File: src/rtl/lm70_spi_reader.sv
// LM70 SPI temperature reader: single-shot or periodic 16-bit frames.
// Define LM70_ALARM_EN to enable the thr_hi/thr_lo hysteresis alarm.
module lm70_spi_reader #(
  parameter int CLK_DIV       = 2,
  parameter int SAMPLE_PERIOD = 1000
) (
  input  logic        clk,
  input  logic        rst,
  input  logic        start,
  input  logic        auto_en,
  input  logic        sio_in,
  input  logic [7:0]  thr_hi,
  input  logic [7:0]  thr_lo,
  output logic        cs_n,
  output logic        sck,
  output logic [15:0] temp_data,
  output logic        temp_valid,
  output logic        busy,
  output logic        alarm
);

  localparam logic [2:0] S_IDLE     = 3'd0;
  localparam logic [2:0] S_CS_SETUP = 3'd1;
  localparam logic [2:0] S_SCK_HI   = 3'd2;
  localparam logic [2:0] S_SCK_LO   = 3'd3;
  localparam logic [2:0] S_CS_HOLD  = 3'd4;

  localparam int DW = $clog2(CLK_DIV + 1);
  localparam int PW = $clog2(SAMPLE_PERIOD);

  logic [2:0]    state;
  logic [DW-1:0] div_cnt;
  logic [3:0]    bit_cnt;
  logic [15:0]   shreg;
  logic [PW-1:0] per_cnt;

  logic per_hit;
  logic trigger;
  logic div_last;
  logic frame_done;

  assign per_hit  = auto_en &&
                    (per_cnt == PW'(SAMPLE_PERIOD - 1));
  assign trigger  = (state == S_IDLE) && (start || per_hit);
  assign div_last = (div_cnt == DW'(CLK_DIV - 1));
  assign frame_done = (state == S_CS_HOLD) && div_last;

  assign cs_n = (state == S_IDLE);
  assign busy = (state != S_IDLE);
  assign sck  = (state == S_SCK_HI);

  always_ff @(posedge clk) begin
    if (rst) begin
      state      <= S_IDLE;
      div_cnt    <= '0;
      bit_cnt    <= '0;
      shreg      <= '0;
      temp_data  <= '0;
      temp_valid <= 1'b0;
    end else begin
      temp_valid <= 1'b0;
      if (state == S_IDLE || div_last)
        div_cnt <= '0;
      else
        div_cnt <= div_cnt + 1'b1;
      unique case (1'b1)
        (state == S_IDLE): begin
          if (trigger) begin
            state   <= S_CS_SETUP;
            bit_cnt <= '0;
          end
        end
        (state == S_CS_SETUP): begin
          if (div_last)
            state <= S_SCK_HI;
        end
        (state == S_SCK_HI): begin
          if (div_last) begin
            shreg <= {shreg[14:0], sio_in};
            state <= S_SCK_LO;
          end
        end
        (state == S_SCK_LO): begin
          if (div_last) begin
            bit_cnt <= bit_cnt + 4'd1;
            state   <= (bit_cnt == 4'd15) ? S_CS_HOLD
                                          : S_SCK_HI;
          end
        end
        (state == S_CS_HOLD): begin
          if (div_last) begin
            state      <= S_IDLE;
            temp_data  <= shreg;
            temp_valid <= 1'b1;
          end
        end
        default: state <= S_IDLE;
      endcase
    end
  end

  // Free-running only while auto_en; restarts at every frame start
  always_ff @(posedge clk) begin
    if (rst || !auto_en || trigger)
      per_cnt <= '0;
    else if (per_cnt == PW'(SAMPLE_PERIOD - 1))
      per_cnt <= '0;
    else
      per_cnt <= per_cnt + 1'b1;
  end

`ifdef LM70_ALARM_EN
  always_ff @(posedge clk) begin
    if (rst)
      alarm <= 1'b0;
    else if (frame_done) begin
      if (shreg[15:8] >= thr_hi)
        alarm <= 1'b1;
      else if (shreg[15:8] < thr_lo)
        alarm <= 1'b0;
    end
  end
`else
  logic unused_thr;
  logic unused_done;
  assign unused_thr  = ^{thr_hi, thr_lo};
  assign unused_done = frame_done;
  assign alarm       = 1'b0;
`endif

endmodule
File: config.mk
export PLATFORM = sky130hd
export DESIGN_NAME = lm70_spi_reader
export DESIGN_NICKNAME = d
export VERILOG_FILES = /design/src/rtl/lm70_spi_reader.sv
export SDC_FILE = /design/constraint.sdc
export NUM_CORES = 1
export LEC_CHECK = 0
export BUFFER_PORTS_ARGS = -buffer_cell sky130_fd_sc_hd__buf_2
export CAP_MARGIN = 25
export CORE_MARGIN = 10
export CORE_UTILIZATION = 35
export CTS_BUF_LIST = sky130_fd_sc_hd__clkbuf_2 sky130_fd_sc_hd__clkbuf_4 sky130_fd_sc_hd__clkbuf_8
export DETAILED_ROUTE_END_ITERATION = 8
export GPL_TIMING_DRIVEN = 0
export PLACE_DENSITY = 0.62
export SLEW_MARGIN = 0
export SYNTH_ARGS = -nofsm -noshare
export SYNTH_HDL_FRONTEND = slang
export SYNTH_SLANG_ARGS = --single-unit
File: constraint.sdc
create_clock -name clk -period 2.3 [get_ports clk]
set_input_delay 0.345 -clock clk [delete_from_list [all_inputs] [get_ports clk]]
set_output_delay 0.345 -clock clk [all_outputs]
set_load 0.02 [all_outputs]
; ---- After elaboration in Yosys (flattened, before gate mapping)
; Index checks and enable logic that the tools add are counted.
[word_totals]
regBits = 52
input_bits = 21
out_inout_bits = 21
elab_cells = 51
[classes]
addsub = 3
eq_ne = 12
muxes = 11
n_bitwise = 1
n_reduce_logical = 17
[op_table]
columns = operator, n
row1 = 3-bit two-way mux, 6
row2 = 3-bit one-hot mux with 5 select lines, 1
row3 = "10-bit by 1-bit adder with 10-bit output, second input constant", 1
row4 = "10-bit == test, second input constant", 1
row5 = 4-bit two-way mux, 2
row6 = "2-bit != test, second input constant", 4
row7 = 4-bit one-hot mux with 2 select lines, 1
row8 = "3-bit by 2-bit == test with 1-bit output, second input constant", 2
row9 = 2-bit OR reduction, 3
row10 = 5-bit AND reduction, 1
row11 = "4-bit by 1-bit adder with 4-bit output, second input constant", 1
row12 = "4-bit == test, second input constant", 1
row13 = 1-bit logical OR, 4
row14 = 2-bit AND reduction, 2
row15 = "3-bit by 1-bit == test with 1-bit output, second input constant", 1
row16 = "3-bit == test, second input constant", 1
row17 = 3-bit zero test, 1
row18 = 3-bit AND reduction, 1
row19 = 3-bit nonzero test, 1
row20 = "2-bit by 1-bit adder with 2-bit output, second input constant", 1
row21 = "2-bit by 1-bit == test with 1-bit output, second input constant", 1
row22 = 1-bit logical AND, 2
row23 = "2-bit by 1-bit != test with 1-bit output, second input constant", 1
row24 = 2-bit nonzero test, 1
row25 = other kinds (3), 3

; ---- Depth between registers and ports, before layout
; Gate-level depths: netlist of the first run.
[depth]
word_depth = 6
ltp_mapped = 7
depth_no_buf = 6

; ---- Worst setup path before layout of the first run
; OpenSTA, ideal clock, no wires.
[synth_timing]
kind = reg-to-reg
from = reg per_cnt[0]
to = reg bit_cnt[2]
t_arrival_ns = 1.675
slack_ns = 0.503
path_stages_with_launch = 6
path_buffers = 0
period_less_slack_ns = 1.797
path_cell_list = dfxtp_1 -> ha_1 -> nand4b_1 -> or4_4 -> and2_4 -> a221o_1
[synth_between]
elab_chain_cells = 6
[synth_rtl]
columns = element, line
row1 = from (decl), 35  ; logic [PW-1:0] per_cnt;
row2 = from (signal assigned), 109  ; per_cnt <= per_cnt + 1'b1;
row3 = 10-bit == test, 43  ; (per_cnt == PW'(SAMPLE_PERIOD - 1));
row4 = 1-bit logical AND, 42  ; assign per_hit = auto_en &&
row5 = 1-bit logical OR, 44  ; assign trigger = (state == S_IDLE) && (start || per_hit);
row6 = 1-bit logical AND, 44
row7 = 2-bit != test (no line), -
row8 = 3-bit AND reduction (no line), -
row9 = to (signal assigned), 85  ; bit_cnt <= bit_cnt + 4'd1;
row10 = to (decl), 33  ; logic [3:0] bit_cnt;
; Every way passes these cells.
; A chain may end at the register's enable or synchronous reset.

; ---- Final worst setup path of the first run
[layout_timing]
from = reg div_cnt[0]
to = reg temp_data[3]
[layout_between]
elab_chain_cells = 2
[layout_rtl]
columns = element, line
row1 = from (decl), 32  ; logic [DW-1:0] div_cnt;
row2 = from (signal assigned), 65  ; div_cnt <= div_cnt + 1'b1;
row3 = 2-bit by 1-bit == test with 1-bit output, 45  ; assign div_last = (div_cnt == DW'(CLK_DIV - 1));
row4 = named net div_last, 39  ; logic div_last;
row5 = 2-bit AND reduction (no line), -
row6 = to (signal assigned), 93  ; temp_data <= shreg;
row7 = to (decl), 16  ; output logic [15:0] temp_data,
; The timed path passes the listed nets, and every way through them passes these cells.

==> results of run 1 <==
[final timing paths]
kind	end	slack, ns	depth (start not counted)
setup / recovery	temp_data[3]$_SDFFE_PP0P_	0.34	6
hold / removal	state[1]$_SDFFE_PP0P_	0.25	2
setup reg to reg	temp_data[3]$_SDFFE_PP0P_	0.34	6
hold reg to reg	div_cnt[0]$_SDFF_PP0_	0.45	1
[metrics by stage]
stage	hold slack (ns)	total power [W]	util [%]	setup slack, ns
after floorplan	0.408	0.00100	-	0.503
after global placement	0.420	0.00103	39.4	0.362
after detailed placement	0.440	0.00103	39.4	0.325
after CTS	0.239	0.00167	41.4	0.315
after global routing	0.258	0.00171	41.4	0.135
final	0.249	0.00164	41.4	0.342
[cell type report]
class | instances | area, um2
Inverter | 5 | 18.8
Clock inverter | 3 | 47.5
Timing Repair Buffer | 23 | 115
Fill cell | 624 | 3450
Buffer | 17 | 97.6
Tap cell | 75 | 93.8
Clock buffer | 5 | 68.8
Sequential cell | 52 | 1040
Multi-Input combinational cell | 180 | 955
[state kept, by name, indices dropped and copies added (netlist names)]
| name | flops |
|---|---|
| temp_valid | 1 |
| shreg | 16 |
| bit_cnt | 4 |
| per_cnt | 10 |
| temp_data | 16 |
| div_cnt | 2 |
| state | 3 |
[cells by family after synthesis]
logic type               Yosys count
buffers and inverters             22
flip-flops                        52
AO/OA/AOI/OAI                     50
XOR/XNOR                           7
AND/OR/NAND/NOR                  119
adder cells (fa/ha/maj)            3
other                              1
[cell usage in the layout, fill, tap and decap left out, drive strengths merged, types with 2 or more instances in the layout]
cell / synthesis / layout
a211oi: 2 / 2
nor3b: 3 / 3
dfxtp: 52 / 52
nor4: 3 / 3
clkbuf: 9 / 14
nand2: 70 / 70
a21oi: 38 / 38
nor2: 12 / 12
o21ai: 4 / 4
inv: 5 / 5
ha: 3 / 3
and3: 2 / 2
xor2: 6 / 6
buf: 8 / 31
nand3: 8 / 8
clkinv: 0 / 2
nand4b: 3 / 3
or3: 3 / 3
nor3: 2 / 2
and2: 3 / 3
nand4: 3 / 3
and4: 2 / 2
[power breakdown]
group | total [W] | switching, W | internal (W)
sequential | 0.000910 | 0.00000391 | 0.000906
combinational | 0.0000967 | 0.0000640 | 0.0000327
clock | 0.000637 | 0.000309 | 0.000328
total | 0.00164 | 0.000377 | 0.00127
[metal layers]
metal	up-vias	wire (um)	share of wire, %	global-route usage, %
met4	0	50	1.2	3.13
met5	-	0	0	0
li1	916	-	-	-
met1	780	2160	50	11.0
met3	6	187	4.3	2.77
met2	20	1930	45	13.7
==> load_flow_metrics.sql, run 1 <==
INSERT INTO impl_metrics (metric_group, metric, value, unit) VALUES
('detailed_routing', 'detail-route-antenna-nets', '0', ''),
('critical_path', 'cp_cell_sequence', 'ha_1 -> clkbuf_1 -> nand3_1 -> clkbuf_1 -> nand2_1 -> a21oi_1', ''),
('synth', 'synthesis.nets', '278', ''),
('synth', 'synth.yosys.warnings', '0', ''),
('clock_network', 'cts.repair.resized', '0', ''),
('die', 'core_region', '5890', 'um2'),
('detailed_routing', 'routed_wirelength_normalized_by_instance_count', '12.0', 'um'),
('critical_path', 'critPathSlowestCell', 'sky130_fd_sc_hd__dfxtp_1', ''),
('clock_network', 'clock_sink_count', '52', ''),
('synth', 'synth_compound_gate_area_share', '13.4', '%'),
('critical_path', 'timing.rr.start', 'div_cnt[0]$_SDFF_PP0_', ''),
('clock_network', 'clkTransAtPathRegs', '0.10', 'ns'),
('timing', 'timing.final.setup_violations', '0', ''),
('finish', 'antennaDiodeCount', '0', ''),
('detailed_routing', 'detail_route.wirelength', '4.34', 'mm'),
('clock_network', 'tritoncts.num_buffers', '5', ''),
('critical_path', 'worst-endpoint-required', '2.48', 'ns'),
('synth', 'mappedNetlistArea', '2110', 'um2'),
('power_and_ir_drop', 'power_density', '674', 'nW/um2'),
('synth', 'most_instantiated_library_cell_after_synthesis', 'sky130_fd_sc_hd__nand2_1', ''),
('timing', 'slew_violations', '0', ''),
('synth', 'async_flop_share', '0', '%'),
('die', 'initial_core_util', '35.9', '%'),
('detailed_routing', 'detail_route.drc_violations', '0', ''),
('synth', 'flip_flop_and_latch_count_after_synthesis', '52', ''),
('detailed_routing', 'initialDrtViolationCount', '77', ''),
('status', 'run_status', 'completed', ''),
('critical_path', 'crit_start', 'div_cnt[0]$_SDFF_PP0_', ''),
('die', 'die_w', '97.7', 'um'),
('clock_network', 'clock_tree.buffer_depth', '2', ''),
('critical_path', 'critical_path.most_common_cell', 'sky130_fd_sc_hd__clkbuf_1', ''),
('synth', 'synth_top_family_by_area', 'simple AND/OR/NAND/NOR gates', ''),
('clock_network', 'h-tree-depth', '2', ''),
('finish', 'area.growth.synth_to_final', '15.4', '%'),
('synth', 'synth_enable_flop_cells', '0', ''),
('synth', 'synth_adder_area_share', '1.78', '%'),
('min_path', 'timing.hold.worst.start', 'rst', ''),
('power_and_ir_drop', 'leakage', '0.898', 'nW'),
('placed_design', 'port-buffer-count', '23', ''),
('synth', 'netlist_instances', '254', ''),
('synth', 'synth-xor-area-share', '2.90', '%'),
('grt', 'grt_antenna_before_repair', '0', ''),
('finish', 'post_layout_nonfiller_instances', '360', ''),
('clock_network', 'cts.hold.buffers_added', '0', ''),
('grt', 'number_of_global_route_vias_before_repair', '1564', ''),
('synth', 'yosysTopAreaCellShare', '49.3', '%'),
('timing', 'clock-skew-final', '0.00899', 'ns'),
('synth', 'ys_dominant_reg_cell', 'sky130_fd_sc_hd__dfxtp_1', ''),
('critical_path', 'worst-setup-path-type', 'flop to flop', ''),
('placed_design', 'placed_cells_incl_taps', '352', ''),
('grt', 'grt_overflow', '0', ''),
('grt', 'grt_usage', '8.80', '%'),
('timing', 'final_hold_violating_endpoints', '0', ''),
('critical_path', 'worstPathBufferInverterCount', '2', ''),
('detailed_routing', 'drt_pass1_iterations', '4', ''),
('placed_design', 'place_area', '2320', 'um2'),
('timing', 'timing.fmax', '0.511', 'GHz'),
('detailed_routing', 'avgViaCountPerCell', '4.78', ''),
('die', 'die_area', '9540', 'um2'),
('power_and_ir_drop', 'power.ir.vdd_worst', '0.256', 'mV'),
('die', 'io_pins', '42', ''),
('synth', 'dominant_cells_by_area_after_synthesis', 'sky130_fd_sc_hd__dfxtp_1 49%, sky130_fd_sc_hd__nand2_1 12%, sky130_fd_sc_hd__a21oi_1 9.0%', ''),
('clock_network', 'clk_latency', '0.31', 'ns'),
('synth', 'seq_area_frac_synth', '49.3', '%'),
('synth', 'synth_top_area_cell', 'sky130_fd_sc_hd__dfxtp_1', ''),
('finish', 'layout-drive-gt1-share', '16.5', '%'),
('die', 'row_count', '28', ''),
('synth', 'synthSimpleGateAreaFrac', '27.0', '%'),
('timing', 'layout_worst_path_cycle_share', '85.1', '%'),
('finish', 'layout.nets', '308', ''),
('detailed_routing', 'detailroute.via_count', '1722', '');
Power figures use the tool's default switching activity.
==> run 2: changes to the inputs <==
Settings changed: ABC_AREA from default to 1.
==> run 2 against run 1 <==
Effect of this change: die area grew 3.2%; largest cell class unchanged; hold slack gained 0.064 ns; clock skew grew 0.0016 ns; total power grew 35%.
==> load_flow_metrics.sql, run 2 <==
INSERT INTO impl_metrics (metric_group, metric, value, unit) VALUES
('status', 'run_status', 'completed', ''),
('critical_path', 'critical-path-max-stage-delay', '0.46', 'ns'),
('grt', 'grt_overflow', '0', ''),
('detailed_routing', 'detailroute.via_count', '1853', ''),
('synth', 'ys_dominant_reg_cell', 'sky130_fd_sc_hd__dfxtp_1', ''),
('timing', 'timing.final.setup_violations', '0', ''),
('die', 'initial_core_util', '36.5', '%'),
('grt', 'number_of_global_route_vias_before_repair', '1766', ''),
('critical_path', 'path_delay_family', 'flip-flops', ''),
('timing', 'layout_worst_path_cycle_share', '83.1', '%'),
('synth', 'mappedNetlistArea', '2200', 'um2'),
('placed_design', 'place_ws', '0.707', 'ns'),
('detailed_routing', 'top_layer', 'met4', ''),
('synth', 'synthesis.nets', '300', ''),
('detailed_routing', 'detail_route.drc_violations', '0', ''),
('critical_path', 'worst-endpoint-required', '1.96', 'ns'),
('grt', 'grt_first_pass_wirelength', '8.14', 'mm'),
('clock_network', 'clk_latency', '0.30', 'ns'),
('critical_path', 'worst-setup-path-type', 'flop to output pin', ''),
('synth', 'netlist_instances', '276', ''),
('detailed_routing', 'initialDrtViolationCount', '79', ''),
('finish', 'n_fill_cell', '643', ''),
('power_and_ir_drop', 'power_density', '891', 'nW/um2'),
('timing', 'clock-skew-final', '0.0106', 'ns'),
('detailed_routing', 'detail-route-antenna-nets', '0', ''),
('finish', 'layout.cell_area.non_filler', '2500', 'um2'),
('job', 'max_cap_violations', '0', ''),
('synth', 'most_instantiated_library_cell_after_synthesis', 'sky130_fd_sc_hd__nand2_1', ''),
('detailed_routing', 'avgViaCountPerCell', '4.85', ''),
('timing', 'tightestPinTransition', '0.519', 'ns'),
('placed_design', 'place_area', '2410', 'um2'),
('synth', 'seq_area_frac_synth', '47.4', '%'),
('detailed_routing', 'routedLengthMet1', '2.25', 'mm'),
('synth', 'async_flop_share', '0', '%'),
('detailed_routing', 'routed_wirelength_normalized_by_instance_count', '12.0', 'um'),
('critical_path', 'critical_path_peak_fanout', '10', ''),
('placed_design', 'dpl.hpwl', '3.29', 'mm'),
('synth', 'synth_top_area_cell', 'sky130_fd_sc_hd__dfxtp_1', ''),
('timing', 'grt_setup_unrepaired', 'no', ''),
('placed_design', 'port-buffer-count', '23', ''),
('die', 'row_count', '28', ''),
('critical_path', 'worstPathBufferInverterCount', '3', ''),
('power_and_ir_drop', 'power.ir.vdd_worst', '0.292', 'mV'),
('finish', 'layout.nets', '330', ''),
('detailed_routing', 'met2RoutedLength', '2.04', 'mm'),
('finish', 'largest_registers', 'shreg: 16 flops, temp_data: 16 flops, per_cnt: 10 flops', ''),
('timing', 'final_critical_path_setup_slack', '0.389', 'ns'),
('detailed_routing', 'detail_route.wirelength', '4.58', 'mm'),
('synth', 'dominant_cells_by_area_after_synthesis', 'sky130_fd_sc_hd__dfxtp_1 47%, sky130_fd_sc_hd__nand3_1 10%, sky130_fd_sc_hd__nand2_1 9.4%', ''),
('clock_network', 'cts.hold.buffers_added', '0', ''),
('detailed_routing', 'drt_pass1_iterations', '4', ''),
('critical_path', 'endpoint_kind', 'output pin', ''),
('grt', 'grt_usage', '9.67', '%'),
('min_path', 'holdCritPathClass', 'input pin to flop', ''),
('critical_path', 'critPathSlowestCell', 'sky130_fd_sc_hd__dfxtp_1', ''),
('clock_network', 'clock_sink_count', '52', ''),
('grt', 'largest_net_degree_at_the_start_of_global_routing', '18', ''),
('clock_network', 'clk_root_buffer_cell', 'sky130_fd_sc_hd__clkbuf_8', ''),
('synth', 'yosysTopAreaCellShare', '47.4', '%'),
('timing', 'final_hold_violating_endpoints', '0', ''),
('synth', 'synth_cell_types', '36', ''),
('critical_path', 'cp.arrival', '1.57', 'ns'),
('clock_network', 'cts.repair.resized', '0', ''),
('finish', 'area.growth.synth_to_final', '13.6', '%'),
('die', 'core_region', '6030', 'um2'),
('clock_network', 'postCtsSetupRepairBufs', '0', ''),
('clock_network', 'clock_tree.buffer_depth', '2', ''),
('synth', 'synth.yosys.warnings', '0', ''),
('synth', 'synth_enable_flop_cells', '0', ''),
('clock_network', 'tritoncts.num_buffers', '5', ''),
('power_and_ir_drop', 'leakage', '0.961', 'nW'),
('finish', 'layout-drive-gt1-share', '18.9', '%'),
('clock_network', 'tritoncts', 'done', ''),
('critical_path', 'worst_setup_path_start_kind', 'flop', ''),
('synth', 'synth_area_per_cell', '7.97', 'um2'),
('finish', 'layout.cells.most_common', 'sky130_fd_sc_hd__nand2_1', ''),
('finish', 'antennaDiodeCount', '0', ''),
('placed_design', 'routabilityCongestion', '0.792', ''),
('clock_network', 'clkTransAtPathRegs', '0.09', 'ns'),
('die', 'die_area', '9850', 'um2'),
('synth', 'synth.cells.most_frequent', '55 x sky130_fd_sc_hd__nand2_1, 52 x sky130_fd_sc_hd__dfxtp_1, 44 x sky130_fd_sc_hd__nand3_1', ''),
('timing', 'finalSetupTns', '0', 'ns'),
('critical_path', 'cp_cell_sequence', 'inv_2 -> nor3_4 -> buf_6 -> buf_2', ''),
('finish', 'layout_common_cells', '55 x sky130_fd_sc_hd__nand2_1, 52 x sky130_fd_sc_hd__dfxtp_1, 44 x sky130_fd_sc_hd__nand3_1', ''),
('timing', 'finalWorstPathRequiredPeriod', '1.91', 'ns'),
('timing', 'timing.fmax', '0.523', 'GHz'),
('die', 'io_pins', '42', ''),
('die', 'fp.dieH', '99.3', 'um'),
('die', 'die_w', '99.3', 'um'),
('timing', 'maxSlewHeadroom', '65.4', '%'),
('detailed_routing', 'met3RoutedLength', '205', 'um'),
('clock_network', 'h-tree-depth', '2', ''),
('synth', 'flip_flop_and_latch_count_after_synthesis', '52', ''),
('grt', 'grt_antenna_before_repair', '0', ''),
('timing', 'slew_violations', '0', '');
## run 2: cell types whose count changed after synthesis, sizes merged, moves of 3 or more
cell	change
nand2	-12
clkbuf	-4
nand3	+38
xor2	-4
or2	+3
inv	+11
nor2	+14
nor4	-3
nand4b	-3
or3	-3
a21oi	+4
and2	-3
## run 2: logic make-up after synthesis
group                      Yosys count  synth area share (%)
adders and majority gates            3                  1.71
buffers and inverters               30                  7.23
xor gates and xnor gates             3                  1.20
AOI/OAI and AO/OA                   47                  11.8
DFF                                 52                  47.4
and+or+nand+nor                    140                  30.6
other                                1                 0.171
## run 2: per-stage QoR
stage          util [%]  cells  power (W)  hold slack [ns]
3_5_place_dp       40.0    374    0.00173            0.418
3_3_place_gp       40.0    374    0.00172            0.406
5_1_grt            41.4    382    0.00239            0.315
6_report           41.4    382    0.00222            0.313
4_1_cts            41.4    382    0.00226            0.297
2_1_floorplan         -    276    0.00158            0.397
## run 2: layer usage
metal  global-route usage [%]  vias to the layer above
li1                         -                      972
met1                     12.2                      843
met2                     15.2                       33
met3                     2.63                        5
met4                     3.97                        0
met5                        0                        -
## run 2: path summary, 6_finish.rpt
check / from / end / slack, ns / cells past startpoint
setup reg to reg: div_cnt[0]$_SDFF_PP0_ / temp_data[13]$_SDFFE_PP0P_ / 0.76 / 5
hold / removal: sio_in / shreg[0]$_SDFFE_PP0P_ / 0.31 / 3
setup / recovery: state[1]$_SDFFE_PP0P_ / sck / 0.39 / 4
hold reg to reg: div_cnt[0]$_SDFF_PP0_ / div_cnt[0]$_SDFF_PP0_ / 0.43 / 1
## run 2: area by class of cell
class	count	area, um2	share of cell area (%)
repair buffers	23	115	4.61
plain buffers	14	96.3	3.86
flip-flops and latches	52	1040	41.7
clock buffers	5	68.8	2.76
clock inverters	3	21.3	0.852
inverters	16	62.6	2.51
well taps	75	93.8	3.76
multi-input cells	194	998	40.0
## run 2: worst register-to-register path, cell delays in order (launching register included)
cell,delay (ns)
sky130_fd_sc_hd__dfxtp_1,0.35
sky130_fd_sc_hd__ha_1,0.14
sky130_fd_sc_hd__buf_2,0.23
sky130_fd_sc_hd__clkbuf_1,0.42
sky130_fd_sc_hd__nand3_1,0.16
sky130_fd_sc_hd__a21oi_1,0.17
## run 2: where the power goes
part | leakage (nW) | internal, W | switching, W
combinational | 0.497 | 0.000228 | 0.000443
sequential | 0.420 | 0.000961 | 0.0000694
clock | 0.0445 | 0.000217 | 0.000307
==> run 3: changes to the inputs <==
Clock period 2.3 ns to 1.78 ns, I/O delays scaled along.
==> run 3 against run 2 <==
Effect of this change: die area unchanged; non-clock buffer count grew 1; final area increased by 0.30%; count of clock-buffer cells in the layout unchanged; critical path depth did not move; combinational power is 32% higher; clock skew down 0.0032 ns; clock power up 30%; hold slack got worse by 0.080 ns; sequential cell count unchanged; wire length increased by 0.57%; total power grew 30%.
==> load_flow_metrics.sql, run 3 (same netlist as run 2, synthesis figures left out) <==
INSERT INTO impl_metrics (metric_group, metric, value, unit) VALUES
('status', 'run_status', 'completed', ''),
('detailed_routing', 'routed_wirelength_normalized_by_instance_count', '12.0', 'um'),
('die', 'row_count', '28', ''),
('min_path', 'holdCritPathClass', 'input pin to flop', ''),
('clock_network', 'h-tree-depth', '2', ''),
('placed_design', 'port-buffer-count', '23', ''),
('clock_network', 'tritoncts.num_buffers', '5', ''),
('critical_path', 'worst-setup-path-type', 'flop to output pin', ''),
('timing', 'tightestPinTransition', '0.519', 'ns'),
('finish', 'layout_common_cells', '55 x sky130_fd_sc_hd__nand2_1, 52 x sky130_fd_sc_hd__dfxtp_1, 44 x sky130_fd_sc_hd__nand3_1', ''),
('timing', 'timing.final.setup_violations', '0', ''),
('power_and_ir_drop', 'p_total', '0.00290', 'W'),
('grt', 'grt_antenna_before_repair', '0', ''),
('grt', 'largest_net_degree_at_the_start_of_global_routing', '18', ''),
('die', 'die_area', '9850', 'um2'),
('clock_network', 'cts.repair.resized', '0', ''),
('finish', 'final_core_util', '41.6', '%'),
('grt', 'global_route.peak_usage_layer', 'met2', ''),
('timing', 'timing.fmax', '0.611', 'GHz'),
('grt', 'number_of_global_route_vias_before_repair', '1781', ''),
('detailed_routing', 'detailroute.via_count', '1847', ''),
('detailed_routing', 'detail_route.wirelength', '4.60', 'mm'),
('timing', 'slew_violations', '0', ''),
('placed_design', 'placed_cells_incl_taps', '374', ''),
('timing', 'clock-skew-final', '0.00742', 'ns'),
('timing', 'grt_setup_unrepaired', 'no', ''),
('clock_network', 'clk_latency', '0.30', 'ns'),
('grt', 'grt_overflow', '0', ''),
('placed_design', 'dpl.hpwl', '3.29', 'mm'),
('critical_path', 'worst-endpoint-required', '1.51', 'ns'),
('grt', 'grtUsageMet2', '15.4', '%'),
('timing', 'final.hold.worst_slack', '0.232', 'ns'),
('detailed_routing', 'avgViaCountPerCell', '4.82', ''),
('finish', 'area.growth.synth_to_final', '13.9', '%'),
('detailed_routing', 'detail-route-antenna-nets', '0', ''),
('die', 'io_pins', '42', ''),
('timing', 'finalWorstPathRequiredPeriod', '1.64', 'ns'),
('finish', 'antennaDiodeCount', '0', ''),
('critical_path', 'path_delay_family', 'flip-flops', ''),
('finish', 'layout.nets', '331', ''),
('timing', 'finalSetupTns', '0', 'ns'),
('finish', 'largest_registers', 'shreg: 16 flops, temp_data: 16 flops, per_cnt: 10 flops', ''),
('clock_network', 'clk_root_buffer_cell', 'sky130_fd_sc_hd__clkbuf_8', ''),
('grt', 'grt_usage', '9.76', '%'),
('timing', 'final_hold_violating_endpoints', '0', ''),
('grt', 'globalRouteMet1Util', '12.2', '%'),
('critical_path', 'endpoint_kind', 'output pin', ''),
('detailed_routing', 'detail_route.drc_violations', '0', ''),
('critical_path', 'cp_cell_sequence', 'inv_2 -> nor3_4 -> buf_6 -> buf_2', ''),
('clock_network', 'clkTransAtPathRegs', '0.09', 'ns'),
('critical_path', 'worst_setup_path_start_kind', 'flop', ''),
('power_and_ir_drop', 'leakage', '0.967', 'nW'),
('critical_path', 'critical-path-max-stage-delay', '0.46', 'ns'),
('grt', 'grt_use_met3', '2.70', '%'),
('critical_path', 'critPathSlowestCell', 'sky130_fd_sc_hd__dfxtp_1', ''),
('die', 'fp.dieH', '99.3', 'um'),
('critical_path', 'worstPathBufferInverterCount', '3', ''),
('job', 'max_cap_violations', '0', ''),
('timing', 'maxSlewHeadroom', '65.4', '%'),
('clock_network', 'clock_sink_count', '52', ''),
('clock_network', 'clock_tree.buffer_depth', '2', ''),
('power_and_ir_drop', 'power.ir.vdd_worst', '0.377', 'mV'),
('placed_design', 'routabilityCongestion', '0.792', ''),
('finish', 'layout.cells.most_common', 'sky130_fd_sc_hd__nand2_1', ''),
('die', 'initial_core_util', '36.5', '%'),
('die', 'core_region', '6030', 'um2'),
('critical_path', 'cp.arrival', '1.37', 'ns'),
('grt', 'grt_first_pass_wirelength', '8.22', 'mm'),
('detailed_routing', 'initialDrtViolationCount', '90', ''),
('power_and_ir_drop', 'power_density', '1160', 'nW/um2'),
('detailed_routing', 'drt_pass1_iterations', '4', ''),
('timing', 'layout_worst_path_cycle_share', '91.9', '%'),
('clock_network', 'tritoncts', 'done', ''),
('critical_path', 'critical_path_peak_fanout', '10', ''),
('finish', 'layout-drive-gt1-share', '19.2', '%'),
('finish', 'post_layout_nonfiller_instances', '383', ''),
('die', 'die_w', '99.3', 'um');
[run 3: tightest hold or removal path: stages]
cell and delay (ns):
sky130_fd_sc_hd__buf_2 0.10, sky130_fd_sc_hd__nand3_1 0.07, sky130_fd_sc_hd__a21oi_1 0.06
[run 3: timing repair]
| action | 4_1_cts | 5_1_grt |
|---|---|---|
| setup buffers | 1 | 0 |
| setup endpoints to repair | 1 | 0 |
| hold buffers | 0 | 0 |
[run 3: layout make-up]
type / count / area [um2]
plain buffers: 14 / 96.3
multi-input cells: 194 / 998
fillers: 642 / 3520
flip-flops and latches: 52 / 1040
clock inverters: 3 / 21.3
well taps: 75 / 93.8
inverters: 16 / 62.6
repair buffers: 24 / 123
clock buffers: 5 / 68.8
[run 3: path summary, 6_finish.rpt]
path / end / start / cells past startpoint / slack [ns]
hold reg to reg: div_cnt[0]$_SDFF_PP0_ / div_cnt[0]$_SDFF_PP0_ / 1 / 0.43
setup / recovery: sck / state[1]$_SDFFE_PP0P_ / 4 / 0.14
setup reg to reg: temp_data[13]$_SDFFE_PP0P_ / div_cnt[0]$_SDFF_PP0_ / 5 / 0.24
hold / removal: shreg[0]$_SDFFE_PP0P_ / sio_in / 3 / 0.23
[run 3: metrics by stage]
stage / instance area [um2] / setup slack [ns]
floorplan: 2200 / 0.474
global placement: 2410 / 0.266
detailed placement: 2410 / 0.265
CTS: 2500 / 0.117
global route: 2500 / 0.0295
finish: 2500 / 0.145
[run 3: report_power, final]
group          internal (W)  switching (W)  total [W]
logic              0.000307       0.000576   0.000883
registers           0.00124      0.0000895    0.00133
clock network      0.000280       0.000401   0.000680
[run 3: metal layers]
| metal | part of all wire, % | vias to the layer above |
|---|---|---|
| met5 | 0 | - |
| met1 | 49 | 840 |
| met4 | 1.6 | 0 |
| met2 | 45 | 27 |
| li1 | - | 976 |
| met3 | 4.4 | 4 |
